`src/rtl/cpu_checker_core_pkg.sv`:
```
// Shared constants for the CPU trace-record checker: state codes, format codes
// and the ASCII characters that delimit record fields.
package cpu_checker_core_pkg;

   localparam int unsigned CHAR_W   = 8;
   localparam int unsigned STATE_W  = 4;
   localparam int unsigned STATUS_W = 5;
   localparam int unsigned CNT_W    = 3;
   localparam int unsigned FMT_W    = 2;

   localparam logic [STATE_W-1:0] ST_IDLE   = 4'd0;
   localparam logic [STATE_W-1:0] ST_CARET  = 4'd1;
   localparam logic [STATE_W-1:0] ST_TIME   = 4'd2;
   localparam logic [STATE_W-1:0] ST_AT     = 4'd3;
   localparam logic [STATE_W-1:0] ST_PC     = 4'd4;
   localparam logic [STATE_W-1:0] ST_COLON  = 4'd5;
   localparam logic [STATE_W-1:0] ST_DOLLAR = 4'd6;
   localparam logic [STATE_W-1:0] ST_GRF    = 4'd7;
   localparam logic [STATE_W-1:0] ST_STAR   = 4'd8;
   localparam logic [STATE_W-1:0] ST_ADDR   = 4'd9;
   localparam logic [STATE_W-1:0] ST_PRE_LT = 4'd10;
   localparam logic [STATE_W-1:0] ST_LT     = 4'd11;
   localparam logic [STATE_W-1:0] ST_EQ     = 4'd12;
   localparam logic [STATE_W-1:0] ST_DATA   = 4'd13;
   localparam logic [STATE_W-1:0] ST_DONE   = 4'd14;

   localparam logic [FMT_W-1:0] FMT_NONE = 2'b00;
   localparam logic [FMT_W-1:0] FMT_REG  = 2'b01;
   localparam logic [FMT_W-1:0] FMT_MEM  = 2'b10;

   localparam logic KIND_REG = 1'b0;
   localparam logic KIND_MEM = 1'b1;

   // Counter holds (digits seen - 1), so these are the last legal values.
   localparam logic [CNT_W-1:0] CNT_DEC_LAST = 3'd3;
   localparam logic [CNT_W-1:0] CNT_HEX_LAST = 3'd7;

   localparam logic [CHAR_W-1:0] CH_CARET  = 8'h5E;
   localparam logic [CHAR_W-1:0] CH_AT     = 8'h40;
   localparam logic [CHAR_W-1:0] CH_COLON  = 8'h3A;
   localparam logic [CHAR_W-1:0] CH_DOLLAR = 8'h24;
   localparam logic [CHAR_W-1:0] CH_STAR   = 8'h2A;
   localparam logic [CHAR_W-1:0] CH_LT     = 8'h3C;
   localparam logic [CHAR_W-1:0] CH_EQ     = 8'h3D;
   localparam logic [CHAR_W-1:0] CH_HASH   = 8'h23;
   localparam logic [CHAR_W-1:0] CH_SPACE  = 8'h20;
   localparam logic [CHAR_W-1:0] CH_0      = 8'h30;
   localparam logic [CHAR_W-1:0] CH_9      = 8'h39;
   localparam logic [CHAR_W-1:0] CH_A_LO   = 8'h61;
   localparam logic [CHAR_W-1:0] CH_F_LO   = 8'h66;

   function automatic logic [FMT_W-1:0] kind_to_fmt(input logic kind);
      return (kind == KIND_MEM) ? FMT_MEM : FMT_REG;
   endfunction

endpackage

```
`src/rtl/cpu_checker_core_char_class.sv`:
```
// Combinational character classifier: decimal digit, lowercase hex digit, space.
module cpu_checker_core_char_class
   import cpu_checker_core_pkg::*;
(
   input  logic [7:0] char_i,
   output logic       is_dec_o,
   output logic       is_hex_o,
   output logic       is_space_o
);

   logic is_af;

   assign is_dec_o   = (char_i >= CH_0) && (char_i <= CH_9);
   assign is_af      = (char_i >= CH_A_LO) && (char_i <= CH_F_LO);
   assign is_hex_o   = is_dec_o || is_af;
   assign is_space_o = (char_i == CH_SPACE);

endmodule

```
`src/rtl/cpu_checker_core.sv`:
```
// Streaming parser for register/memory write trace records, one ASCII char per
// clock; flags a complete well-formed record for the cycle after its '#'.
module cpu_checker_core
   import cpu_checker_core_pkg::*;
(
   input  logic       clk,
   input  logic       reset,
   input  logic [7:0] char,
   output logic [1:0] format_type,
   output logic [4:0] status
);

   logic [STATE_W-1:0] state_q, state_d;
   logic [CNT_W-1:0]   cnt_q, cnt_d;
   logic               kind_q, kind_d;
   logic               is_dec, is_hex, is_space;
   logic               dec_room, hex_room, hex_full;

   cpu_checker_core_char_class u_char_class (
      .char_i     (char),
      .is_dec_o   (is_dec),
      .is_hex_o   (is_hex),
      .is_space_o (is_space)
   );

   assign dec_room = (cnt_q < CNT_DEC_LAST);
   assign hex_room = (cnt_q < CNT_HEX_LAST);
   assign hex_full = (cnt_q == CNT_HEX_LAST);

   // Next-state: anything not explicitly accepted falls back to IDLE.
   always_comb begin
      state_d = ST_IDLE;
      cnt_d   = cnt_q;
      kind_d  = kind_q;
      if (char == CH_CARET) begin
         state_d = ST_CARET;
         cnt_d   = '0;
      end else begin
         case (state_q)
            ST_CARET: begin
               if (is_dec) begin
                  state_d = ST_TIME;
                  cnt_d   = '0;
               end
            end
            ST_TIME: begin
               if (is_dec && dec_room) begin
                  state_d = ST_TIME;
                  cnt_d   = cnt_q + CNT_W'(1);
               end else if (char == CH_AT) begin
                  state_d = ST_AT;
               end
            end
            ST_AT: begin
               if (is_hex) begin
                  state_d = ST_PC;
                  cnt_d   = '0;
               end
            end
            ST_PC: begin
               if (is_hex && hex_room) begin
                  state_d = ST_PC;
                  cnt_d   = cnt_q + CNT_W'(1);
               end else if (char == CH_COLON && hex_full) begin
                  state_d = ST_COLON;
               end
            end
            ST_COLON: begin
               if (is_space) begin
                  state_d = ST_COLON;
               end else if (char == CH_DOLLAR) begin
                  state_d = ST_DOLLAR;
                  kind_d  = KIND_REG;
               end else if (char == CH_STAR) begin
                  state_d = ST_STAR;
                  kind_d  = KIND_MEM;
               end
            end
            ST_DOLLAR: begin
               if (is_dec) begin
                  state_d = ST_GRF;
                  cnt_d   = '0;
               end
            end
            ST_GRF: begin
               if (is_dec && dec_room) begin
                  state_d = ST_GRF;
                  cnt_d   = cnt_q + CNT_W'(1);
               end else if (is_space) begin
                  state_d = ST_PRE_LT;
               end else if (char == CH_LT) begin
                  state_d = ST_LT;
               end
            end
            ST_STAR: begin
               if (is_hex) begin
                  state_d = ST_ADDR;
                  cnt_d   = '0;
               end
            end
            ST_ADDR: begin
               if (is_hex && hex_room) begin
                  state_d = ST_ADDR;
                  cnt_d   = cnt_q + CNT_W'(1);
               end else if (is_space && hex_full) begin
                  state_d = ST_PRE_LT;
               end else if (char == CH_LT && hex_full) begin
                  state_d = ST_LT;
               end
            end
            ST_PRE_LT: begin
               if (is_space) begin
                  state_d = ST_PRE_LT;
               end else if (char == CH_LT) begin
                  state_d = ST_LT;
               end
            end
            ST_LT: begin
               if (char == CH_EQ) begin
                  state_d = ST_EQ;
               end
            end
            ST_EQ: begin
               if (is_space) begin
                  state_d = ST_EQ;
               end else if (is_hex) begin
                  state_d = ST_DATA;
                  cnt_d   = '0;
               end
            end
            ST_DATA: begin
               if (is_hex && hex_room) begin
                  state_d = ST_DATA;
                  cnt_d   = cnt_q + CNT_W'(1);
               end else if (char == CH_HASH && hex_full) begin
                  state_d = ST_DONE;
               end
            end
            default: state_d = ST_IDLE;
         endcase
      end
   end

   always_ff @(posedge clk) begin
      if (reset) begin
         state_q <= ST_IDLE;
         cnt_q   <= '0;
         kind_q  <= KIND_REG;
      end else begin
         state_q <= state_d;
         cnt_q   <= cnt_d;
         kind_q  <= kind_d;
      end
   end

   assign format_type = (state_q == ST_DONE) ? kind_to_fmt(kind_q) : FMT_NONE;
   assign status      = STATUS_W'(state_q);

endmodule

```
`config.mk`:
```
export PLATFORM = sky130hd
export DESIGN_NAME = cpu_checker_core
export DESIGN_NICKNAME = d
export VERILOG_FILES = /design/src/rtl/cpu_checker_core_pkg.sv /design/src/rtl/cpu_checker_core_char_class.sv /design/src/rtl/cpu_checker_core.sv
export SDC_FILE = /design/constraint.sdc
export NUM_CORES = 1
export LEC_CHECK = 0
export CAP_MARGIN = 20
export CORE_UTILIZATION = 49
export CTS_CLUSTER_SIZE = 14
export DETAILED_ROUTE_END_ITERATION = 16
export PLACE_DENSITY = 0.76
export RECOVER_POWER = 100
export SYNTH_ARGS = -nofsm -noshare
export SYNTH_HDL_FRONTEND = slang
export SYNTH_HIERARCHICAL = 1
export SYNTH_SLANG_ARGS = --single-unit
```
`constraint.sdc`:
```
create_clock -name clk -period 1.8 [get_ports clk]
set_input_delay 0.45 -clock clk [delete_from_list [all_inputs] [get_ports clk]]
set_output_delay 0.45 -clock clk [all_outputs]
set_load 0.005 [all_outputs]
```
==> results.sh, run 1 <==
export IMPL_cp_arrival_ps=1920
export IMPL_cp_endpoint="state_q[2]"
export IMPL_fillCellCount=176
export IMPL_regToRegSetupSlack_ps=50
export IMPL_grt_start_max_net_pins=14
export IMPL_syn_area_um2=1140
export IMPL_grt_pass1_wl_um=6670
export IMPL_cts_root_buffer="clkbuf_4"
export IMPL_p_leak_nw=0.632
export IMPL_synth_area_leaders="dfxtp_1 (14%), nand2_1 (6.6%), nor2_1 (4.9%)"
export IMPL_via_per_inst=6.59
export IMPL_synth_edf_count=0
export IMPL_antenna_cells=0
export IMPL_antenna_found_initial=0
export IMPL_synth_distinct_cells=56
export IMPL_fp_dieW_um=50.3
export IMPL_fp_dieH_um=50.3
export IMPL_start_kind="input port"
export IMPL_cts_max_level=1
export IMPL_drc_errors=0
export IMPL_rows=17
export IMPL_crit_slowest_cell="nand3b_1"
export IMPL_routedWlPerCell_um=18.0
export IMPL_reg2reg_from="cnt_q[0]"
export IMPL_fp_coreArea_um2=2210
export IMPL_r2r_cells=7
export IMPL_maxSlewViolCount=0
export IMPL_area_growth_pct=45.0
export IMPL_startpoint="char[0]"
export IMPL_initial_core_util_pct=51.6
export IMPL_async_flop_share_pct=0
export IMPL_yosysWarnings=6
export IMPL_dp_cells=219
export IMPL_path_class="in -> reg"
export IMPL_skew_ps=3.56
export IMPL_slowest_delay_ps=260
export IMPL_drive_above_1_share_pct=36.3
export IMPL_ios=17
export IMPL_cts_sinks=8
export IMPL_synth_top_area_share_pct=14.0
export IMPL_hold_depth=2
export IMPL_die_area_um2=2530
export IMPL_cts_buffer_depth=2
export IMPL_cp_end_kind="register"
export IMPL_vias=1509
export IMPL_place_congestion=0.989
export IMPL_drt_pass1_iterations=5
export IMPL_r2r_end="state_q[2]"
export IMPL_vdd_drop_max_uv=336
export IMPL_timing_hold_ws_ps=491
export IMPL_synth_top_cell_by_area="dfxtp_1"
export IMPL_track_usage_pct=35.2
export IMPL_io_buffers=15
export IMPL_netlist_instances=163
export IMPL_overflow=0
export IMPL_cp_cell_sequence="buf_4 > nor3_4 > nand3b_1 > o21bai_4 > buf_4 > buf_4 > nand2b_1 > a21oi_1 > a31oi_1 > a31oi_1"
export IMPL_min_period_ps=1790
export IMPL_final_util_pct=74.8
export IMPL_critPathBufInv=3
export IMPL_avgSynthCellArea_um2=7.00
export IMPL_path_depth=10
export IMPL_min_period_over_period_pct=99.7
export IMPL_final_nets=215
export IMPL_critPathRequiredTime_ps=1930
export IMPL_ys_seq_area_share_pct=14.0
export IMPL_finalHoldViolations=0
export IMPL_cp_common_cell="buf_4"
export IMPL_setup_violations=0
export IMPL_max_freq_mhz=557
export IMPL_cts_tree="done"
export IMPL_final_cells=229
export IMPL_clk_insertion_delay_late_ps=260
export IMPL_ys_seq_elements=8
export IMPL_first_global_vias=1410
export IMPL_cp_top_family="compound AO/OA/AOI/OAI gates"
export IMPL_outcome="complete, no violations"
export IMPL_holdCritPathClass="reg -> reg"
export IMPL_first_iter_violations=114
export IMPL_cts_hold_repair_buffers=0
export IMPL_synthesis_nets=175
export IMPL_postRouteAntennaNets=0
export IMPL_synthFlopType="dfxtp_1"
export IMPL_cts_buffers=3
export IMPL_cap_violations=0
export IMPL_wl_um=4130
export IMPL_path_clk_slew_ps=50
export IMPL_powerDensity_nw_per_um2=257
export IMPL_hpwl_um=2660
export IMPL_critical_path_max_fanout=5
timing repair:
item / in CTS / in global routing
setup buffers: 2 / 2
setup endpoints to repair: 12 / 10
gates resized for setup: 31 / 32
pin swaps: 9 / 14
gates cloned: 3 / 0
cell usage after synthesis (4+ instances only):
| cell | number |
|---|---|
| a21oi_1 | 8 |
| a31oi_1 | 4 |
| and4_1 | 4 |
| buf_2 | 5 |
| dfxtp_1 | 8 |
| nand2_1 | 20 |
| nand2b_1 | 6 |
| nand3_1 | 7 |
| nand3b_1 | 4 |
| nand4_1 | 4 |
| nor2_1 | 15 |
| nor3_1 | 6 |
| o21ai_0 | 5 |
| o21ai_1 | 4 |
worst min-delay path: cells and delay by family, from the launching register on:
family          cells  cell delay [ps]
flops               1              320
compound gates      2              120
logic make-up (layout without fill, tap and decap cells):
family	after synthesis	count (layout)	synth area share, %
simple gates	87	87	44.1
compound gates	45	46	29.1
buf+inv	16	53	6.91
flops	8	8	14.0
mux	3	3	2.63
fa+ha+maj	2	2	2.19
other cells	1	1	0.329
xor+xnor	1	1	0.768
worst min-delay path by stage:
stage | start | to | slack, ps
2_1_floorplan | kind_q | kind_q | 450
3_3_place_gp | kind_q | kind_q | 480
3_5_place_dp | kind_q | kind_q | 480
4_1_cts | kind_q | kind_q | 490
5_1_grt | kind_q | kind_q | 510
6_report | kind_q | kind_q | 490
where the power goes:
part / switching, mW / internal [mW]
clock: 0.0667 / 0.0767
combinational: 0.0530 / 0.0511
sequential: 0.0000799 / 0.177
sequential cells by signal, summed over array words and instances, names as in the netlist:
signal	cells
cnt_q	3
kind_q	1
state_q	4
per-stage QoR:
step                      setup slack (ps)  cell area [µm²]  total power [mW]  setup TNS, ps
after floorplan                       8.60             1140             0.214              0
after global placement                -550             1450             0.269          -3710
after detailed placement              -607             1450             0.271          -4070
after CTS                            -11.8             1580             0.418          -11.8
after global routing                 -25.5             1650             0.444          -31.9
final                                 5.67             1650             0.425              0
layer usage:
metal	vias up	track usage [%]	share of wire, %
met5	-	0	0
met4	0	13.3	3.6
met3	23	7.88	9.8
met2	103	57.8	49
met1	688	44.2	38
li1	695	-	-
cell type report:
| class | count | area (µm²) | share of cell area [%] |
|---|---|---|---|
| clock buffer | 3 | 22.5 | 1.36 |
| inverter | 4 | 15.0 | 0.908 |
| multi-input combinational | 140 | 1030 | 62.2 |
| sequential | 8 | 163 | 9.83 |
| tap | 28 | 35.0 | 2.12 |
| timing repair buffer | 46 | 390 | 23.6 |
cells in the final DEF (no fill, tap or decap), drive strengths merged, types with 4 or more instances in the layout:
master / count
buf: 33
nand2: 21
nor2: 15
o21ai: 9
a21oi: 8
dfxtp: 8
clkbuf: 8
nand3: 7
nand2b: 7
nor3: 6
and4: 5
nand4: 4
nand3b: 4
a31oi: 4
clkdlybuf4s50: 4
inv: 4
No activity file was read; power rests on OpenSTA's default activity.
==> run 2: changes to the inputs <==
Settings changed: CELL_PAD_IN_SITES_DETAIL_PLACEMENT set to 0, CELL_PAD_IN_SITES_GLOBAL_PLACEMENT set to 2, CORE_ASPECT_RATIO set to 2, CORE_UTILIZATION 49 to 27, CTS_CLUSTER_SIZE 14 to 10, PLACE_DENSITY 0.76 to not set, PLACE_DENSITY_LB_ADDON set to 0.1.
==> run 2 against run 1 <==
- hold slack got worse by 8.8 ps
- wire length up 15%
- final area is 12% higher
- non-clock buffer count grew 10
- count of clock-buffer cells in the layout unchanged
- global-route usage down 12 points
- flip-flop and latch count is the same
- sequential power hardly changed
- critical endpoint is now cnt_q[0]
- largest cell class unchanged
- highest routed layer unchanged
==> results.sh, run 2 (synthesis results as in run 1) <==
export IMPL_outcome="complete, no violations"
export IMPL_cp_top_family="compound AO/OA/AOI/OAI gates"
export IMPL_p_leak_nw=0.698
export IMPL_vias=1462
export IMPL_ios=17
export IMPL_critPathRequiredTime_ps=1900
export IMPL_track_usage_pct=23.2
export IMPL_dpl_cell_area_um2=1530
export IMPL_cts_tree="done"
export IMPL_final_nets=224
export IMPL_drt_pass1_iterations=4
export IMPL_multiInputGateArea_um2=1060
export IMPL_top_register="state_q"
export IMPL_initial_core_util_pct=27.9
export IMPL_crit_slowest_cell="o21bai_4"
export IMPL_antenna_found_initial=0
export IMPL_use_met1_pct=22.8
export IMPL_grt_pass1_wl_um=7310
export IMPL_critical_path_max_fanout=8
export IMPL_cp_end_kind="register"
export IMPL_start_kind="input port"
export IMPL_cp_cell_sequence="buf_6 > nor3_2 > nand3b_1 > o21bai_4 > nand2_1 > a31o_1 > a21oi_2 > o22ai_4 > mux2i_1"
export IMPL_layout_common_cells="buf_4 (33), nand2_1 (18), nor2_1 (12), buf_6 (10)"
export IMPL_final_cells=262
export IMPL_wl_um=4760
export IMPL_critPathBufInv=1
export IMPL_maxSlewViolCount=0
export IMPL_path_class="in -> reg"
export IMPL_top_usage_layer="met2"
export IMPL_first_iter_violations=39
export IMPL_postRouteAntennaNets=0
export IMPL_cts_sinks=8
export IMPL_fp_dieW_um=48.0
export IMPL_p_total_uw=513
export IMPL_antenna_cells=0
export IMPL_final_util_pct=45.2
export IMPL_use_met3_pct=2.12
export IMPL_fp_coreArea_um2=4090
export IMPL_min_period_over_period_pct=98.1
export IMPL_place_congestion=0.898
export IMPL_skew_ps=5.11
export IMPL_clk_insertion_delay_late_ps=230
export IMPL_layout_commonest_cell="buf_4"
export IMPL_fillCellCount=435
export IMPL_cts_hold_repair_buffers=0
export IMPL_fp_dieH_um=93.9
export IMPL_first_global_vias=1497
export IMPL_hpwl_um=3610
export IMPL_largest_register_ffs=4
export IMPL_cap_violations=0
export IMPL_slowest_delay_ps=360
export IMPL_cts_max_level=1
export IMPL_min_period_ps=1770
export IMPL_grt_start_max_net_pins=25
export IMPL_holdCritPathClass="reg -> reg"
export IMPL_tns_ps=0
export IMPL_drc_errors=0
export IMPL_use_met2_pct=43.7
export IMPL_io_buffers=15
export IMPL_seqCellArea_um2=163
export IMPL_overflow=0
export IMPL_cts_buffer_depth=2
export IMPL_area_growth_pct=61.8
export IMPL_rows=33
export IMPL_cts_buffers=3
export IMPL_path_clk_slew_ps=50
export IMPL_routedWlPerCell_um=18.2
export IMPL_powerDensity_nw_per_um2=278
export IMPL_setup_violations=0
export IMPL_cts_root_buffer="clkbuf_8"
export IMPL_max_freq_mhz=567
export IMPL_via_per_inst=5.58
export IMPL_finalHoldViolations=0
export IMPL_dp_cells=249
export IMPL_cp_arrival_ps=1870
export IMPL_reg_top3="state_q (4), cnt_q (3), kind_q (1)"
export IMPL_die_area_um2=4510
export IMPL_rsz0062_at_grt="yes"
export IMPL_finalInstanceArea_um2=1850
export IMPL_drive_above_1_share_pct=43.3
export IMPL_vdd_drop_max_uv=289
run 2: per-layer routing:
metal / share of wire [%] / vias up
li1: - / 709
met4: 4.5 / 0
met1: 32 / 696
met2: 60 / 45
met3: 3.0 / 12
met5: 0 / -
run 2: tightest hold or removal path, cell delays in order, from the launching register on:
cell and delay [ps]:
dfxtp_1 320, o41ai_1 60, a21oi_1 60
run 2: what timing repair did:
item | 4_1_cts | 5_1_grt
pin swaps | 18 | 10
setup endpoints to repair | 14 | 7
setup buffers | 10 | 0
gates resized for setup | 55 | 39
cloned | 0 | 1
run 2: worst paths after layout:
path,slack (ps),depth (start not counted),startpoint,to
setup reg to reg,80,7,cnt_q[0],state_q[1]
hold / removal,480,2,kind_q,kind_q
setup / recovery,30,9,char[1],cnt_q[0]
hold reg to reg,480,2,kind_q,kind_q
run 2: layout make-up:
class                           count  area share, %
Multi-Input combinational cell    139           57.2
Timing Repair Buffer               56           27.4
Sequential cell                     8           8.81
Tap cell                           52           3.52
Clock buffer                        3           2.24
Inverter                            4          0.813
run 2: where the power goes:
group | total, mW | switching (mW) | internal, mW
sequential | 0.178 | 0.0000251 | 0.178
combinational | 0.112 | 0.0537 | 0.0582
clock | 0.223 | 0.0773 | 0.146
run 2: stage by stage:
step / setup slack, ps / hold slack [ps]
finish: 35.0 / 482
global route: -17.1 / 490
CTS: 5.72 / 482
detailed placement: -700 / 476
global placement: -729 / 483
floorplan: 8.60 / 446
==> run 3: changes to the inputs <==
==> constraint.sdc (replaced) <==
create_clock -name clk -period 1.8 [get_ports clk]
set_input_delay 0.18 -clock clk [delete_from_list [all_inputs] [get_ports clk]]
set_output_delay 0.18 -clock clk [all_outputs]
set_load 0.005 [all_outputs]
==> run 3 against run 2 <==
- largest cell class unchanged
- sequential share of layout area rose by 0.33 points
- via count is 2.3% higher
- critical path type is now reg -> out
- cell count is the same
- sequential power about the same
- critical path depth is 6 lower
- hold slack improved by 15 ps
==> results.sh, run 3 (synthesis results as in run 1) <==
export IMPL_reg2reg_from="cnt_q[0]"
export IMPL_cp_top_family="buffers and inverters"
export IMPL_setup_violations=0
export IMPL_finalHoldViolations=0
export IMPL_slowest_delay_ps=510
export IMPL_fp_dieH_um=93.9
export IMPL_min_period_over_period_pct=97.9
export IMPL_overflow=0
export IMPL_regToRegSetupSlack_ps=40
export IMPL_crit_slowest_cell="clkdlybuf4s50_1"
export IMPL_area_growth_pct=57.1
export IMPL_rsz0062_at_grt="yes"
export IMPL_maxSlewViolCount=0
export IMPL_grt_start_max_net_pins=16
export IMPL_timing_hold_ws_ps=497
export IMPL_fp_dieW_um=48.0
export IMPL_cts_tree="done"
export IMPL_critPathRequiredTime_ps=1620
export IMPL_cp_end_kind="output port"
export IMPL_top_register="state_q"
export IMPL_dp_cells=255
export IMPL_vias=1496
export IMPL_cts_root_buffer="clkbuf_8"
export IMPL_routedWlPerCell_um=17.8
export IMPL_hold_end="kind_q"
export IMPL_fp_coreArea_um2=4090
export IMPL_wl_um=4660
export IMPL_worstHoldStart="kind_q"
export IMPL_hold_depth=2
export IMPL_cap_violations=0
export IMPL_hpwl_um=3740
export IMPL_drc_errors=0
export IMPL_powerDensity_nw_per_um2=286
export IMPL_first_iter_violations=28
export IMPL_layout_common_cells="buf_4 (36), nand2_1 (19), nor2_1 (14), clkdlybuf4s50_1 (7)"
export IMPL_outcome="complete, no violations"
export IMPL_ios=17
export IMPL_multiInputGateArea_um2=1040
export IMPL_cts_hold_repair_buffers=0
export IMPL_initial_core_util_pct=27.9
export IMPL_min_period_ps=1760
export IMPL_seqCellArea_um2=164
export IMPL_cp_cell_sequence="buf_4 > and4_1 > clkdlybuf4s50_1"
export IMPL_cp_arrival_ps=1580
export IMPL_grt_pass1_wl_um=7180
export IMPL_p_leak_nw=0.697
export IMPL_final_nets=224
export IMPL_cts_sinks=8
export IMPL_io_buffers=15
export IMPL_drive_above_1_share_pct=35.7
export IMPL_critical_path_max_fanout=11
export IMPL_via_per_inst=5.71
export IMPL_path_class="reg -> out"
export IMPL_holdCritPathClass="reg -> reg"
export IMPL_clk_insertion_delay_late_ps=240
export IMPL_vdd_drop_max_uv=235
export IMPL_cts_buffer_depth=2
export IMPL_die_area_um2=4510
export IMPL_critPathBufInv=2
export IMPL_p_total_uw=513
export IMPL_antenna_cells=0
export IMPL_track_usage_pct=23.2
export IMPL_r2r_cells=7
export IMPL_r2r_end="state_q[2]"
export IMPL_final_cells=262
export IMPL_skew_ps=8.68
export IMPL_fillCellCount=440
export IMPL_reg_top3="state_q (4), cnt_q (3), kind_q (1)"
export IMPL_max_freq_mhz=567
export IMPL_start_kind="register"
export IMPL_cts_max_level=1
export IMPL_postRouteAntennaNets=0
export IMPL_drt_pass1_iterations=4
export IMPL_cts_buffers=3
export IMPL_layout_commonest_cell="buf_4"
export IMPL_place_congestion=0.832
export IMPL_antenna_found_initial=0
export IMPL_largest_register_ffs=4
export IMPL_rows=33
export IMPL_first_global_vias=1455
export IMPL_path_clk_slew_ps=50
## run 3: cell types whose count changed in the layout (fill, tap and decap cells not counted), sizes merged
cell | previous run | this run
clkbuf | 6 | 5
buf | 46 | 39
clkdlybuf4s50 | 5 | 7
dlygate4sd2 | 1 | 4
dlygate4sd1 | 1 | 0
dlymetal6s2s | 0 | 4
## run 3: cell type report
type | instances | area share (%)
well taps | 52 | 3.63
multi-input cells | 139 | 58.3
inverters | 4 | 0.837
clock buffers | 3 | 2.30
flip-flops and latches | 8 | 9.14
repair buffers | 56 | 25.8
## run 3: timing repair
action | in CTS | in global routing
endpoints found under the setup margin | 8 | 10
resized for setup | 25 | 15
setup buffers | 4 | 0
pin swaps | 8 | 6
## run 3: stage by stage
stage	util (%)	area, µm²	setup WS [ps]	TNS [ps]
after global placement	38.4	1570	-339	-2090
after CTS	42.6	1740	3.97	0
final	43.9	1790	37.2	0
after detailed placement	38.4	1570	-435	-2290
after floorplan	-	1140	152	0
after global routing	43.9	1790	-17.8	-37.0
## run 3: worst max-delay path by stage
stage,start,to,cells past startpoint
after detailed placement,char[2],state_q[2],9
final,state_q[3],format_type[1],3
after CTS,char[6],state_q[1],10
after global routing,cnt_q[0],state_q[1],7
after floorplan,char[1],cnt_q[0],9
after global placement,char[2],state_q[2],8
## run 3: worst reg2reg max path: stages (launching register included)
cell and delay [ps]:
dfxtp_1 340, ha_2 210, ha_4 160, nand2b_4 60, or4_4 510, o21ai_2 160, a21oi_2 50, a31oi_1 200
## run 3: power breakdown
part	switching [mW]	internal [mW]
Combinational	0.0516	0.0551
Clock	0.0826	0.146
Sequential	0.000131	0.178
Total	0.134	0.379
## run 3: per-layer routing
layer,part of all wire (%),vias to the layer above,track usage (%)
met1,33,710,21.8
met2,57,52,41.8
li1,-,712,-
met3,3.1,22,3.46
met4,6.3,0,15.0
met5,0,-,0
